## src/rtl/instr_fetch_unit.sv

```systemverilog
// Instruction fetch front end: credit-limited issue to a fixed-latency IMEM,
// tag pipe matching the memory latency, and a prefetch FIFO towards decode.
module instr_fetch_unit #(
  parameter int                DATA_W   = 32,
  parameter int                ADDR_W   = 12,
  parameter int                DEPTH    = 4,
  parameter int                MEM_LAT  = 1,
  parameter logic [ADDR_W-1:0] RESET_PC = '0
) (
  input  logic                        clk,
  input  logic                        rst,
  input  logic                        hlt,
  input  logic                        redir,
  input  logic [ADDR_W-1:0]           redir_pc,
  output logic                        imem_en,
  output logic [ADDR_W-1:0]           imem_addr,
  input  logic [DATA_W-1:0]           imem_dout,
  output logic                        ir_valid,
  output logic [DATA_W-1:0]           ir,
  output logic [ADDR_W-1:0]           ir_pc,
  input  logic                        ir_ready,
  output logic [$clog2(DEPTH+1)-1:0]  occ
);

  localparam int OCC_W = $clog2(DEPTH + 1);
  localparam int PTR_W = $clog2(DEPTH);
  localparam int IFL_W = $clog2(MEM_LAT + 1);
  localparam int CRD_W = $clog2(DEPTH + MEM_LAT + 1);

  logic [ADDR_W-1:0] pc;
  logic [MEM_LAT-1:0] tag_vld;
  logic [ADDR_W-1:0] tag_pc [MEM_LAT];

  logic [DATA_W-1:0] fifo_ir [DEPTH];
  logic [ADDR_W-1:0] fifo_pc [DEPTH];
  logic [PTR_W-1:0]  rd_ptr;
  logic [PTR_W-1:0]  wr_ptr;
  logic [OCC_W-1:0]  occ_q;

  logic [IFL_W-1:0] inflight;
  logic [CRD_W-1:0] credit;
  logic             push;
  logic             pop;
  logic             empty;
  logic             full;

  always_comb begin
    inflight = '0;
    for (int i = 0; i < MEM_LAT; i++) begin
      inflight = inflight + IFL_W'(tag_vld[i]);
    end
  end

  // Every issued read holds a FIFO slot from issue until pop, so the FIFO can never overflow.
  assign credit    = CRD_W'(occ_q) + CRD_W'(inflight);
  assign imem_en   = rst & ~hlt & ~redir & (credit < CRD_W'(DEPTH));
  assign imem_addr = pc;

  assign empty = (occ_q == '0);
  assign full  = (occ_q == OCC_W'(DEPTH));
  assign push  = tag_vld[MEM_LAT-1] & ~redir;
  assign pop   = ~empty & ir_ready & ~redir;

  always_ff @(posedge clk) begin
    if (!rst) begin
      pc <= RESET_PC;
    end else if (redir) begin
      pc <= redir_pc;
    end else if (imem_en) begin
      pc <= pc + ADDR_W'(1);
    end
  end

  always_ff @(posedge clk) begin
    if (!rst || redir) begin
      tag_vld <= '0;
    end else begin
      tag_vld[0] <= imem_en;
      for (int i = 1; i < MEM_LAT; i++) begin
        tag_vld[i] <= tag_vld[i-1];
      end
    end
  end

  always_ff @(posedge clk) begin
    tag_pc[0] <= pc;
    for (int i = 1; i < MEM_LAT; i++) begin
      tag_pc[i] <= tag_pc[i-1];
    end
  end

  always_ff @(posedge clk) begin
    if (push) begin
      fifo_ir[wr_ptr] <= imem_dout;
      fifo_pc[wr_ptr] <= tag_pc[MEM_LAT-1];
    end
  end

  always_ff @(posedge clk) begin
    if (!rst || redir) begin
      rd_ptr <= '0;
      wr_ptr <= '0;
      occ_q  <= '0;
    end else begin
      if (push) begin
        wr_ptr <= wr_ptr + PTR_W'(1);
      end
      if (pop) begin
        rd_ptr <= rd_ptr + PTR_W'(1);
      end
      case ({push, pop})
        2'b10:   occ_q <= occ_q + OCC_W'(1);
        2'b01:   occ_q <= occ_q - OCC_W'(1);
        default: occ_q <= occ_q;
      endcase
    end
  end

  // Outputs read as zero while empty, so nothing stale is visible after reset or flush.
  assign ir_valid = ~empty;
  assign ir       = empty ? '0 : fifo_ir[rd_ptr];
  assign ir_pc    = empty ? '0 : fifo_pc[rd_ptr];
  assign occ      = occ_q;

  a_no_overflow: assert property (@(posedge clk) disable iff (!rst) push |-> (!full || pop));

endmodule
```

## config.mk

```make
export PLATFORM = sky130hd
export DESIGN_NAME = instr_fetch_unit
export DESIGN_NICKNAME = d
export VERILOG_FILES = /design/src/rtl/instr_fetch_unit.sv
export SDC_FILE = /design/constraint.sdc
export NUM_CORES = 1
export LEC_CHECK = 0
export CAP_MARGIN = 40
export CORE_MARGIN = 2
export CORE_UTILIZATION = 40
export DETAILED_ROUTE_END_ITERATION = 16
export HOLD_SLACK_MARGIN = 0.06
export SLEW_MARGIN = 25
export SYNTH_ARGS = -nofsm -noshare
export SYNTH_HDL_FRONTEND = slang
export SYNTH_SLANG_ARGS = --single-unit
export TNS_END_PERCENT = 5
```

## constraint.sdc

```tcl
create_clock -name clk -period 5.76 [get_ports clk]
set_clock_uncertainty 0.15 [all_clocks]
set_input_delay 1.152 -clock clk [delete_from_list [all_inputs] [get_ports clk]]
set_output_delay 1.152 -clock clk [all_outputs]
set_load 0.05 [all_outputs]
```

==> results.md, run 1 <==
- Row generation in the floorplan step produced 52 rows.
- The count of TritonRoute iterations in the first routing pass is 4.
- The worst path uses 80.7% of the clock period.
- The TritonCTS clock tree is yes.
- The depth of the most critical reg-to-reg path is 9.
- The most common flop cell mapped by yosys is edfxtp_1.
- The global placer's final weighted congestion is 0.769.
- Post-CTS timing repair inserted 0 buffers for setup.
- Of the synthesized area, sequential elements account for 73.7%.
- The ratio of total power to cell area is 302 nW/um^2.
- Counting flops with a built-in enable in the synthesized netlist gives 176.
- The count of pins over their slew limit is 0.
- The number of violations of the max-capacitance limit is 0.
- The slew at the pin with the worst max-slew slack is 0.635 ns.
- The achievable frequency is 215 MHz.
- The floorplan step defined a core boundary enclosing 20,000 um^2.
- The critical path in this run is classified as primary input to output port.
- The total half-perimeter wirelength after legalization and detailed placement is 9150 um.
- Synthesis instantiated 42 different standard cells from the library.
- The clock drives 210 sinks.
- The number of cells produced by synthesis is 437.
- Setup violations remaining at the end of the flow were counted as 0.
- The number of global-route vias before repair is 4,474.
- The leakage power is ~3.2 nW.
- The kind of capture point of the worst setup path is an output port.
- The count of buffers inserted at the top-level ports is 109.
- In this run, CTS created clock tree buffers numbering 21.
- The clock period could shrink to between 4 and 5 ns.
- Setup repair after global routing left no endpoint under its margin.
- The arrival time at the worst endpoint is between 3 and 4 ns.
- The via total after detailed routing is between 4,000 and 5,000.
- The kind of launch point of the worst setup path is a primary input.
- The overall die area is about 21,000 um^2.
- Once the floorplan was initialized, standard cells occupied 40.4% of the core.
- The final global-route overflow total is 0.
- The cell with the largest stage delay on the worst path is clkdlybuf4s50_1.
- The average instance in the mapped netlist occupies between 15 and 20 um^2.
- STA puts the critical path data required time at 4.46 ns.
- The wire length of the first global-routing pass is 24,200 um.
- The stage delay of the slowest cell on the critical path is 0.80 ns.
- The cell sitting at the root of the clock tree is a clkbuf_16.
- The clock slew at the register clock pins of the worst setup and hold paths is 0.05 ns.
- The critical path goes through clkdlybuf4s50_1, and4bb_2, mux2i_1, clkbuf_4, inv_1, clkdlybuf4s50_1.
- The last element of the critical path is imem_en.
- The clock latency at the later pin of the worst-skew pair is 0.48 ns.
- The run finished with clean final reports.
- For this design the top-level I/O count stands at 110.
- The post-synthesis net count is 493.
- In this run the number of H-tree levels came out at 1.
- The final worst setup slack is 1.11 ns.
- The endpoint of the worst-slack reg-to-reg timing path is occ[2].
- The die is roughly 150 um wide.
- After the first detailed-routing iteration, the DRC count stood at 248.
- In this run the cell area of the synthesized design comes to 8090 um^2.
- The family with the most delay on the worst path is buffers and inverters.
- Entering global routing, the biggest net connects 48 pins.
- The ratio of cells with drive above 1 in the final layout is 16.3%.
- The number of antenna violations at the first check in global routing came to 0.
- The number of gates given a new drive strength after cts is 0.
- After detailed routing, the average wire length per cell comes to 18.3 um.
- The buffer depth of the longest clock path is 3.
- Counting flops and latches in the post-synthesis netlist gives 210.
- The total global routing track utilization is about 15%.
- The source of the critical timing path is hlt.
- The final net count is 614.
- The post-cts hold buffer count is 0.
- For this block, the routed nets add up to between 15,000 and 20,000 um of wire.
- The setup TNS is 0 ns.
- The cell seen most often among critical-path stages is clkdlybuf4s50_1.
- The worst slack at placement is 0.762 ns.
- The worst flop-to-flop path startpoint is occ[2].
- From synthesis to final layout, the design area changed by 26.0%.
- In this run the vertical extent of the chip is 146 um.
- The min-delay analysis places its worst path in the category flip-flop to flip-flop.
- The maximum net fanout on the critical path is 15.
- The final routed DRC violation total is 0.
- Headroom to the max-slew limit came out at 57.7%.
- The final hold violation count is 0.
- The count of buffer and inverter cells on the critical path is 4.
- The remaining antenna violation count after routing is 0.
- IR analysis of the VDD net gives a maximum drop of 0.000139 V.
- During synthesis, Yosys emitted a total of 0 warnings.
- Using the TritonRoute via totals, the vias-per-cell ratio works out to 5.01.
- The hold path startpoint is imem_addr[11].
- Counting flops with an async set or reset pin after synthesis yields a share of 0%.
- The register-to-register setup slack is just under 3 ns.
- The critical path crosses 6 cells after its start point.
[state kept, by name, summed over array words and instances (netlist names), named ones only]
name       cells
fifo_ir      128
tag_pc        12
imem_addr     12
rd_ptr         2
wr_ptr         2
tag_vld        1
fifo_pc       48
occ            3
[per-layer routing]
metal	vias to the layer above	GRT usage, %	share of wire [%]
met1	2115	18.4	42
met2	122	25.5	52
met5	-	0	0
met4	0	3.88	1.5
met3	15	3.19	5.3
li1	1973	-	-
[metrics by stage]
| stage | hold WS (ns) | cells | area, um^2 | power (W) | util, % |
|---|---|---|---|---|---|
| 2_1_floorplan | 0.288 | 437 | 8090 | 0.00177 | - |
| 3_3_place_gp | 0.242 | 801 | 9490 | 0.00185 | 47.4 |
| 3_5_place_dp | 0.232 | 803 | 9540 | 0.00185 | 47.6 |
| 4_1_cts | 0.242 | 840 | 10200 | 0.00311 | 50.8 |
| 5_1_grt | 0.263 | 842 | 10200 | 0.00319 | 50.9 |
| 6_report | 0.247 | 843 | 10200 | 0.00308 | 50.9 |
[final cells by class]
| class | count | area (um^2) |
|---|---|---|
| Timing Repair Buffer | 120 | 1200 |
| Tap cell | 270 | 338 |
| Multi-Input combinational cell | 193 | 2000 |
| Inverter | 12 | 45.0 |
| Antenna cell | 1 | 2.50 |
| Clock inverter | 8 | 61.3 |
| Clock buffer | 29 | 586 |
| Sequential cell | 210 | 5970 |
| Fill cell | 1695 | 9840 |
[where the power goes]
| part | switching, W | leakage [nW] | internal (W) |
|---|---|---|---|
| sequential | 0.0000181 | 1.87 | 0.00166 |
| combinational | 0.0000729 | 1.00 | 0.0000612 |
| clock | 0.000510 | 0.321 | 0.000752 |
| total | 0.000601 | 3.19 | 0.00248 |
[worst min-delay path by stage]
| stage | endpoint | slack, ns | depth (start not counted) |
|---|---|---|---|
| after floorplan | fifo_pc[0][0] | 0.29 | 0 |
| after global placement | tag_pc[0][11] | 0.24 | 0 |
| after detailed placement | tag_pc[0][11] | 0.23 | 0 |
| after CTS | tag_pc[0][11] | 0.24 | 0 |
| after global routing | tag_pc[0][11] | 0.26 | 0 |
| final | tag_pc[0][11] | 0.25 | 0 |
[synth_stat cells, types with 6 or more instances]
master,n,share of area [%]
o21ai_0,8,0.49
nor2_1,11,0.51
inv_1,12,0.56
clkbuf_1,16,0.74
a31oi_1,8,0.62
dfxtp_1,34,8.4
edfxtp_1,176,65
or4_1,7,0.65
mux4_2,44,12
ha_1,6,0.93
nor2b_1,45,3.5
nand2_1,9,0.42
nand3_1,8,0.49
[logic make-up after synthesis]
logic type                 synth area share [%]
buffers and inverters                      1.75
AOI/OAI and AO/OA                          2.72
muxes                                      12.5
and+or+nand+nor                            7.47
DFF                                        73.7
adders and majority gates                  1.18
xor gates and xnor gates                  0.650
[placed cells by master, fill, tap and decap left out, types with 2 or more instances in the layout]
cell type / instances
clkbuf_1: 5
nor2b_1: 45
xor2_1: 2
buf_12: 2
nor2_1: 11
dfxtp_1: 32
a21oi_1: 3
o311ai_0: 4
mux4_2: 44
ha_1: 6
or3_1: 3
edfxtp_1: 176
clkinv_1: 3
inv_1: 12
clkdlybuf4s50_1: 109
buf_4: 7
mux2i_1: 2
clkbuf_8: 3
nand4_1: 2
a31oi_1: 8
clkbuf_16: 21
o31ai_1: 3
or4_1: 7
and2_4: 4
nand3_1: 8
clkinv_2: 4
nand2_1: 9
o21ai_0: 8
xnor2_1: 4
[worst reg2reg max path: cells and delay by family (launching register included)]
kind            cells  cell delay, ns
buf+inv             2            0.39
simple gates        3            0.78
xor+xnor            1            0.17
compound gates      1            0.14
flops               1            0.50
fa+ha+maj           2            0.65
Power figures use the tool's default switching activity.
==> run 2: changes to the inputs <==
- clock period: 5.76 -> 4.3 ns (I/O delays scaled with it)
==> results.md, run 2 (synthesized netlist as in run 1, its figures left out) <==
- STA classifies the critical path endpoint as an output port.
- The final hold violation count is 0 (unchanged).
- The overall power of the completed layout came to 0.00421 W (+37%).
- The floorplan core area is 20,000 um^2 (unchanged).
- The tightest min-delay check is of the flip-flop to flip-flop type.
- The number of violations of the max-capacitance limit is 0 (unchanged).
- The number of gates given a new drive strength after cts is 0 (unchanged).
- The wire length of the first global-routing pass is 24,900 um (+2.8%).
- The number of H-tree branching levels was 1 (unchanged).
- The number of global-route vias before repair is 4,487 (+0.29%).
- Derived from the worst setup path, the maximum achievable clock frequency is 263 MHz.
- In this run the most critical hold path is launched from imem_addr[11].
- The number of placement rows is 52 (unchanged).
- The ratio of total power to cell area was 408 nW/um^2 (+35%).
- The switching power is 0.000845 W (+41%).
- The combinational cell fraction of total power is 4.3% (about the same).
- The leakage power is 3.23 nW (+1.3%).
- The cell with the largest stage delay on the worst path is clkdlybuf4s50_1.
- The post-cts hold buffer count is 0 (unchanged).
- The number of diodes came to 0 (-1).
- The maximum net fanout on the critical path is 20 (+5).
- The critical path required time is 3.29 ns (-1.17 ns).
- The via total after detailed routing is 4,297 (+1.7%).
- The worst hold path depth came to 0 (unchanged).
- The depth of the most critical reg-to-reg path was 9 (unchanged).
- The clock slew at the register clock pins of the worst setup and hold paths is 0.06 ns (about the same).
- The number of antenna violations at the first check in global routing is 0 (unchanged).
- The overall die area is 21,400 um^2 (unchanged).
- The setup TNS was 0 ns (unchanged).
- The count of TritonRoute iterations in the first routing pass came to 4 (unchanged).
- The multi-input combinational cell area is 1990 um^2 (-0.25%).
- The post-CTS setup buffer count is 0 (unchanged).
- The ratio of cells with drive above 1 in the final layout is 17.5% (+1.2 points).
- The flip-flop count of the largest register after layout is 128 (unchanged).
- The number of sinks driven by the clock tree came to 210 (unchanged).
- The average wire per cell in the routed design came to 18.5 um (+1.1%).
- The final net count is 623 (+1.5%).
- The total global routing track utilization is 14.9% (+0.41 points).
- The share of the core filled with cells in the final layout is 51.4% (+0.54 points).
- The effective utilization at floorplan is 40.4% (unchanged).
- The filler cell count in the final layout came to 1,670 (-1.5%).
- The power share of the sequential group is 53.6% (-1.1 points).
- The worst slew margin relative to its limit is 57.4% (-0.32 points).
- The stage delay of the slowest cell on the critical path came to 0.73 ns (-0.07 ns).
- The post-detailed-routing wire length is 15,800 um (+2.3%).
- The vias per cell is 5.04 (+0.51%).
- The die height came to 146 um (unchanged).
- The filler-free cell count of the finished design is 853 (+1.2%).
- The worst setup path is of the flip-flop to output port kind.
- The leading cell type in the layout, fill and taps excluded is edfxtp_1.
- The remaining antenna violation count after routing is 0 (unchanged).
- Subtracting the final worst setup slack from the clock period gives 3.80 ns.
- The largest registers in the layout are fifo_ir x128, fifo_pc x48.
- The total half-perimeter wirelength after legalization and detailed placement came to 9710 um (+6.2%).
- The die extent in x is 146 um (unchanged).
- The global placer's final weighted congestion is 0.786 (+2.2%).
- The count of buffers inserted at the top-level ports is 109 (unchanged).
- Setup repair after global routing left no endpoint under its margin.
- The worst flop-to-flop path startpoint is occ[2].
- The worst ir drop on vdd was 0.000225 V (+62%).
- The arrival time at the worst endpoint was 2.79 ns (-0.56 ns).
- The slew at the pin with the worst max-slew slack was 0.640 ns (+0.00475 ns).
- The storage element area is 5970 um^2 (unchanged).
- The top cell types in the final layout, fill and taps aside, are edfxtp_1 (176), clkdlybuf4s50_1 (108), nor2b_1 (45), mux4_2 (44), dfxtp_1 (32).
- The final global-route overflow total is 0 (unchanged).
- The proportion of power drawn by the clock network came to 42.1% (+1.1 points).
- The internal portion of total power is 0.00336 W (+36%).
- The buffer depth of the longest clock path is 3 (unchanged).
- Clock tree synthesis selected as its root buffer the cell clkbuf_16.
- The total setup violations reported at the end of the flow is 0 (unchanged).
- The worst setup path is launched from a flip-flop.
- The TritonCTS clock tree is yes.
- The worst hold margin is 0.257 ns (+0.0101 ns).
- The largest register by flop count is fifo_ir.
- The clock buffer count from CTS is 23 (+9.5%).
- The final routed DRC violation total came to 0 (unchanged).
- The count of pins over their slew limit is 0 (unchanged).
- The total placed cells including tap cells is 810 (+0.87%).
- Traced cell by cell, the critical path runs through buf_4, mux4_2, nor2b_1, clkdlybuf4s50_1.
- The register-to-register setup slack is 1.49 ns (-1.42 ns).
- The worst register-to-register path ends at occ[2].
- The net switching fraction of the power is 20.1% (+0.56 points).
- The flow ran to the end, and the final reports show no timing, DRC or antenna violations.
- The worst hold endpoint is tag_pc[0][11].
- The clock latency at the later pin of the worst-skew pair is 0.49 ns (about the same).
- The final critical path takes up around nine tenths of the cycle.
- The starting DRC count in detailed routing is 231 (-6.9%).
- The I/O pin count is 110 (unchanged).
- The largest net degree at the start of global routing is 48 (unchanged).
- The area growth from synthesis to layout is 27.4%.
[run 2: stage by stage]
step                setup slack, ns  cell area [um^2]
floorplan                      1.34              8090
global placement              0.591              9610
detailed placement            0.561              9610
CTS                           0.412             10300
global route                  0.326             10300
finish                        0.501             10300
[run 2: final cells by class]
class	count	share of cell area (%)
clock inverter	9	0.753
tap	270	3.28
timing repair buffer	127	12.3
sequential	210	57.9
clock buffer	32	5.91
multi-input combinational	193	19.3
inverter	12	0.437
[run 2: routing by layer]
| metal | track usage [%] | routed length [um] |
|---|---|---|
| met1 | 20.2 | 6970 |
| met2 | 25.2 | 7820 |
| met3 | 3.13 | 882 |
| met4 | 3.30 | 154 |
| met5 | 0 | 0 |
[run 2: worst max path at each step]
| stage | start | end | slack (ns) | depth (start not counted) |
|---|---|---|---|---|
| global route | flip-flop | ir[8] | 0.33 | 4 |
| floorplan | occ[2] | ir[10] | 1.34 | 4 |
| detailed placement | redir | imem_en | 0.56 | 5 |
| CTS | flip-flop | ir[2] | 0.41 | 4 |
| global placement | redir | imem_en | 0.59 | 5 |
| finish | flip-flop | ir[2] | 0.50 | 4 |
[run 2: critical path: cells and delay by family, from the launching register on]
family                 cells  cell delay [ns]
buffers and inverters      2             1.01
DFF                        1             0.61
muxes                      1             0.53
and+or+nand+nor            1             0.16
[run 2: power by group through the flow]
stage	clock, W	sequential [W]	combinational (W)
after floorplan	0	0.00232	0.0000601
after global placement	0	0.00230	0.000178
after detailed placement	0	0.00230	0.000181
after CTS	0.00183	0.00226	0.000182
after global routing	0.00191	0.00226	0.000194
final	0.00177	0.00226	0.000181
==> RTL change 1, RTL diff (config.mk and constraints of run 1) <==
`ADDR_W`: 12 -> 10.
--- a/src/rtl/instr_fetch_unit.sv
+++ b/src/rtl/instr_fetch_unit.sv
@@ -2,7 +2,7 @@
 // tag pipe matching the memory latency, and a prefetch FIFO towards decode.
 module instr_fetch_unit #(
   parameter int                DATA_W   = 32,
-  parameter int                ADDR_W   = 12,
+  parameter int                ADDR_W   = 10,
   parameter int                DEPTH    = 4,
   parameter int                MEM_LAT  = 1,
   parameter logic [ADDR_W-1:0] RESET_PC = '0
Ports: changed (resized imem_addr, ir_pc and redir_pc); port bits go from 110 to 104. The function was not compared with the original's and may differ.
==> RTL change 1 against run 1 <==
- wire length is 7.7% lower
- non-clock buffer count is 6 lower
- worst setup slack worse by 0.18 ns
- sequential power is 6% lower
- sequential cell count is 12 lower
- synthesized area is 6.0% lower
- final area is 5.8% lower
- count of clock-buffer cells in the layout is 9 lower
- maximum frequency is 3.7% lower
- total power is 7.2% lower
- critical path type unchanged
- highest routed layer unchanged
==> RTL change 1: results (changes against run 1) <==
Power
  • Cell-internal power: 2.27 mW (-8.5%)
  • Worst IR Drop VDD: 0.208 mV (+49%)
  • Pleak: 3.01 nW (-5.6%)

Synth
  • Synth Area in Adders: 1.25% (+0.075 points)
  • Post-synthesis xor/xnor area fraction: 0.921% (+0.27 points)
  • Top cells by area, synth: edfxtp_1, mux4_2, dfxtp_1, nor2b_1, ha_1
  • Unique cell type count in the Yosys netlist: 40 (-4.8%)
  • Compound-Gate Fraction of Synth Area: 2.93% (+0.21 points)
  • Mean post-synth cell area: 18.8 µm² (+1.7%)
  • Post-synthesis sequential area ratio: 74.2% (+0.47 points)
  • Syn Nets: 458 (-7.1%)
  • EDFF count, synth: 168 (-4.5%)
  • Synth top cells by count: edfxtp_1, nor2b_1, mux4_2, dfxtp_1, inv_1

Global route
  • Number of antenna violations at the first check in global routing: 1 (+1)
  • Largest net degree at the start of global routing: 46 (-4.2%)
  • Vias in the first global route: 4,085 (-8.7%)
  • Global-route wire length before repair: 22,400 µm (-7.5%)
  • GRT Overall Usage: 15.1% (+0.52 points)

Placed design
  • Placed cell area: 9020 µm² (-5.4%)
  • Dpl hpwl: 8890 µm (-2.8%)
  • Placer congestion estimate: 0.823 (+7.1%)
  • Dpl cells: 734 (-8.6%)
  • Pre-CTS setup slack: 0.957 ns (+0.194 ns)
  • Port-buffer cells: 103 (-5.5%)

Finish
  • Layout cells sized above 1: 17.9% (+1.6 points)
  • Post-route insts no fill: 767 (-9.0%)
  • Largest registers: fifo_ir: 128 flops, fifo_pc: 40 flops

Timing
  • Worst Tran Pin Value: 0.694 ns (+0.0591 ns)

Clock tree
  • H-tree Lvls: 4 (+3)
  • CTS clk-pin slew, worst paths: 0.07 ns (+0.02 ns)
  • Clk Latency, worst-skew pair: 0.43 ns (-0.05 ns)
  • Max Buffers Root-to-Sink: 2 (-1)

Detailed routing
  • DR iter-0 viols: 226 (-8.9%)
  • Routed WL: 14,300 µm (-7.7%)
  • Via count: 3,935 (-6.9%)

Outcome
  • Outcome: completed
-- RTL change 1: cell types whose count changed in the layout (fill, tap and decap cells not counted), sizes merged, moves of 5 or more --
cell           change
clkbuf            -10
edfxtp             -8
a31oi              -5
or4                -6
clkdlybuf4s50      -6
inv                +9
-- RTL change 1: cell families after synthesis --
| logic type | count (synthesis) |
|---|---|
| flops | 198 |
| simple gates | 83 |
| mux | 44 |
| compound gates | 32 |
| buf+inv | 32 |
| xor+xnor | 8 |
| fa+ha+maj | 7 |
-- RTL change 1: worst paths after layout --
path / from / endpoint / slack, ns
worst max-delay path: redir / imem_en / 0.93
worst max register to register: occ[0] / occ[2] / 2.96
worst min register to register: imem_addr[9] / tag_pc[0][9] / 0.26
worst min-delay path: imem_addr[9] / tag_pc[0][9] / 0.26
-- RTL change 1: per-stage QoR --
stage                     util, %  power [mW]
after floorplan                 -        1.67
after global placement       47.7        1.73
after detailed placement     48.2        1.74
after CTS                    51.4        2.88
after global routing         51.4        2.95
final                        51.4        2.86
-- RTL change 1: layer usage --
metal  global-route usage (%)  part of all wire (%)  up-vias  wire length [µm]
met1                     20.0                    45     2014              6400
met3                     4.49                   5.2       15               747
met2                     24.3                    49       95              6970
met5                        0                     0        -                 0
li1                         -                     -     1811                 -
met4                     4.26                   1.0        0               143
-- RTL change 1: area by class of cell --
class / instances / area (µm²)
repair buffers: 114 / 1180
flip-flops and latches: 198 / 5650
well taps: 234 / 293
inverters: 14 / 52.6
multi-input cells: 174 / 1850
fillers: 1506 / 9100
diodes: 1 / 2.50
clock buffers: 20 / 468
clock inverters: 12 / 114
-- RTL change 1: power by group through the flow --
stage / combinational (mW) / clock, mW / sequential, mW
final: 0.123 / 1.15 / 1.58
after floorplan: 0.0424 / 0 / 1.63
after global routing: 0.131 / 1.23 / 1.58
after CTS: 0.124 / 1.17 / 1.58
after global placement: 0.121 / 0 / 1.61
after detailed placement: 0.123 / 0 / 1.61
==> RTL change 2, RTL diff (config.mk and constraints of run 1) <==
Without the edit above. Reset style: asynchronous (`rst`), changed in one clocked block.
--- a/src/rtl/instr_fetch_unit.sv
+++ b/src/rtl/instr_fetch_unit.sv
@@ -61,7 +61,7 @@
   assign push  = tag_vld[MEM_LAT-1] & ~redir;
   assign pop   = ~empty & ir_ready & ~redir;
 
-  always_ff @(posedge clk) begin
+  always_ff @(posedge clk or negedge rst) begin
     if (!rst) begin
       pc <= RESET_PC;
     end else if (redir) begin
Check against the original RTL: differs if rst is asserted again (counterexample within 4 cycles, from zero or initial values and one cycle with rst low); with rst held inactive, the same outputs for 4 cycles.
==> RTL change 2 against run 1 <==
- total power rose by 7.2%
- worst setup slack got worse by 0.044 ns
- synthesized area rose by 0.67%
- core utilization rose by 0.69 points
- final area rose by 1.7%
- non-clock buffer count rose by 1
- worst hold slack improved by 0.055 ns
- wire length rose by 0.82%
- via count fell by 0.28%
- sequential cell count did not move
- first-iteration DRC count fell by 24%
- critical endpoint unchanged
- largest power group unchanged
==> RTL change 2: results (changes against run 1) <==
Detailed routing
  • Via count: 4,213 (-0.28%)
  • Drt wl/cell: 18.8 µm (+2.8%)
  • Routed WL: 15,600 µm (+0.82%)
  • DR iter-0 viols: 188 (-24%)
  • DR pass1 iterations: 4 (unchanged)

Finish
  • Logic inverters: 10 (-2)
  • Signal buffers: 121 (+0.83%)
  • Layout Nets: 599 (-2.4%)
  • Fillers: 1,616 (-4.7%)
  • Multi-input combinational area share: 19.0% (-0.62 points)
  • Largest registers: fifo_ir: 128 flops, fifo_pc: 48 flops
  • Layout cells sized above 1: 18.3% (+2.1 points)
  • Signal buffers share of area: 12.1% (+0.36 points)
  • CLK BUF: 28 (-3.4%)
  • Register area: 6030 µm² (+1.0%)
  • Clk tree area frac: 7.11% (+0.76 points)
  • # diodes: 0 (-1)
  • Post-route cell area: 10,400 µm² (+1.7%)
  • Multi-In Gates: 179 (-7.3%)

Clock tree
  • Hold buffers post-CTS: 0 (unchanged)
  • Cts repair resizes: 0 (unchanged)
  • # clock sinks: 210 (unchanged)
  • Clk Latency, worst-skew pair: 0.49 ns
  • Clock root buffer: clkbuf_16
  • Max Buffers Root-to-Sink: 3 (unchanged)
  • H-tree Lvls: 1 (unchanged)
  • CTS buffer count: 21 (unchanged)
  • CTS clk-pin slew, worst paths: 0.06 ns
  • Postcts setup bufs: 0 (unchanged)

Placed design
  • Placed cell area: 9630 µm² (+1.0%)
  • Placer congestion estimate: 0.774 (+0.73%)
  • Dpl hpwl: 9600 µm (+4.9%)
  • Dpl cells: 790 (-1.6%)
  • Pre-CTS setup slack: 1.07 ns (+0.306 ns)
  • Port-buffer cells: 109 (unchanged)

Synth
  • Post-synth top flop: edfxtp_1
  • Post-Syn Area: 8140 µm² (+0.67%)
  • Unique cell type count in the Yosys netlist: 34 (-19%)
  • EDFF count, synth: 176 (unchanged)
  • Synth top cells by count: edfxtp_1, nor2b_1, mux4_2, dfxtp_1, nor2_1
  • Mapped Cells: 420 (-3.9%)
  • Ys Warns: 0 (unchanged)
  • Syn Nets: 476 (-3.4%)
  • Post-synthesis sequential area ratio: 74.0% (+0.25 points)
  • Top cells by area, synth: edfxtp_1, mux4_2, dfxtp_1, dfrtp_1, nor2b_1
  • Async SR Flop Fraction: 5.71% (+5.7 points)

Power
  • Worst IR Drop VDD: 0.167 mV (+20%)
  • Pleak: 3.29 nW (+3.0%)

Global route
  • GRT overflow: 0 (unchanged)
  • Global-route wire length before repair: 24,500 µm (+1.0%)
  • GRT Overall Usage: 14.7% (+0.12 points)
  • Number of antenna violations at the first check in global routing: 0 (unchanged)
  • Vias in the first global route: 4,460 (-0.31%)
  • Largest net degree at the start of global routing: 48 (unchanged)

Timing
  • Max_slew headroom: 57.5% (-0.17 points)

Outcome
  • Outcome: completed

Worst setup path
  • WP data arrival: 3.39 ns (+0.04 ns)
  • Worst path max stage delay: 0.83 ns (+0.03 ns)
  • CP Max Fanout: 28 (+13)

Min path
  • Hold Crit Class: reg2reg
[RTL change 2: cell count changes after synthesis, sizes merged, moves of 4 or more]
cell / change
dfrtp: +12
or4: -7
clkbuf: -5
nand3: -6
nor3: +5
a31oi: -8
mux2i: +10
a221o: +11
dfxtp: -12
nand2: -5
o311ai: -4
o21ai: -6
buf: +4
[RTL change 2: cell families (layout without fill, tap and decap cells)]
family                     after synthesis  count (layout)  share of synthesized area, %
adders and majority gates                7               7                          1.17
muxes                                   56              56                          13.6
DFF                                    210             210                          74.0
AOI/OAI and AO/OA                       17              17                          1.92
buffers and inverters                   31             168                          1.98
xor gates and xnor gates                 5               5                         0.538
and+or+nand+nor                         94              94                          6.76
[RTL change 2: critical path: cells and delay by family]
kind	cells	cell delay [ns]
buffers and inverters	4	1.60
and+or+nand+nor	1	0.21
AOI/OAI and AO/OA	1	0.41
[RTL change 2: where the power goes]
group / switching (mW) / total [mW] / internal, mW
Sequential: 0.0291 / 1.71 / 1.68
Clock: 0.537 / 1.43 / 0.892
Combinational: 0.0918 / 0.166 / 0.0744
Total: 0.658 / 3.30 / 2.64
[RTL change 2: worst paths after layout]
check                           cells after the start          start       endpoint  slack [ns]
min in group asynchronous                           2            rst   imem_addr[5]        0.84
worst min register to register                      0  imem_addr[11]  tag_pc[0][11]        0.30
max in group asynchronous                           2            rst   imem_addr[7]        4.45
worst max register to register                      9         occ[0]         occ[2]        2.97
worst max-delay path                                6          redir        imem_en        1.06
worst min-delay path                                0  imem_addr[11]  tag_pc[0][11]        0.30
[RTL change 2: per-layer routing]
metal,global-route usage (%),wire (µm),vias up
met3,2.27,830,15
met5,0,0,-
li1,-,-,1907
met4,3.93,214,0
met2,25.0,7740,125
met1,19.9,6800,2166
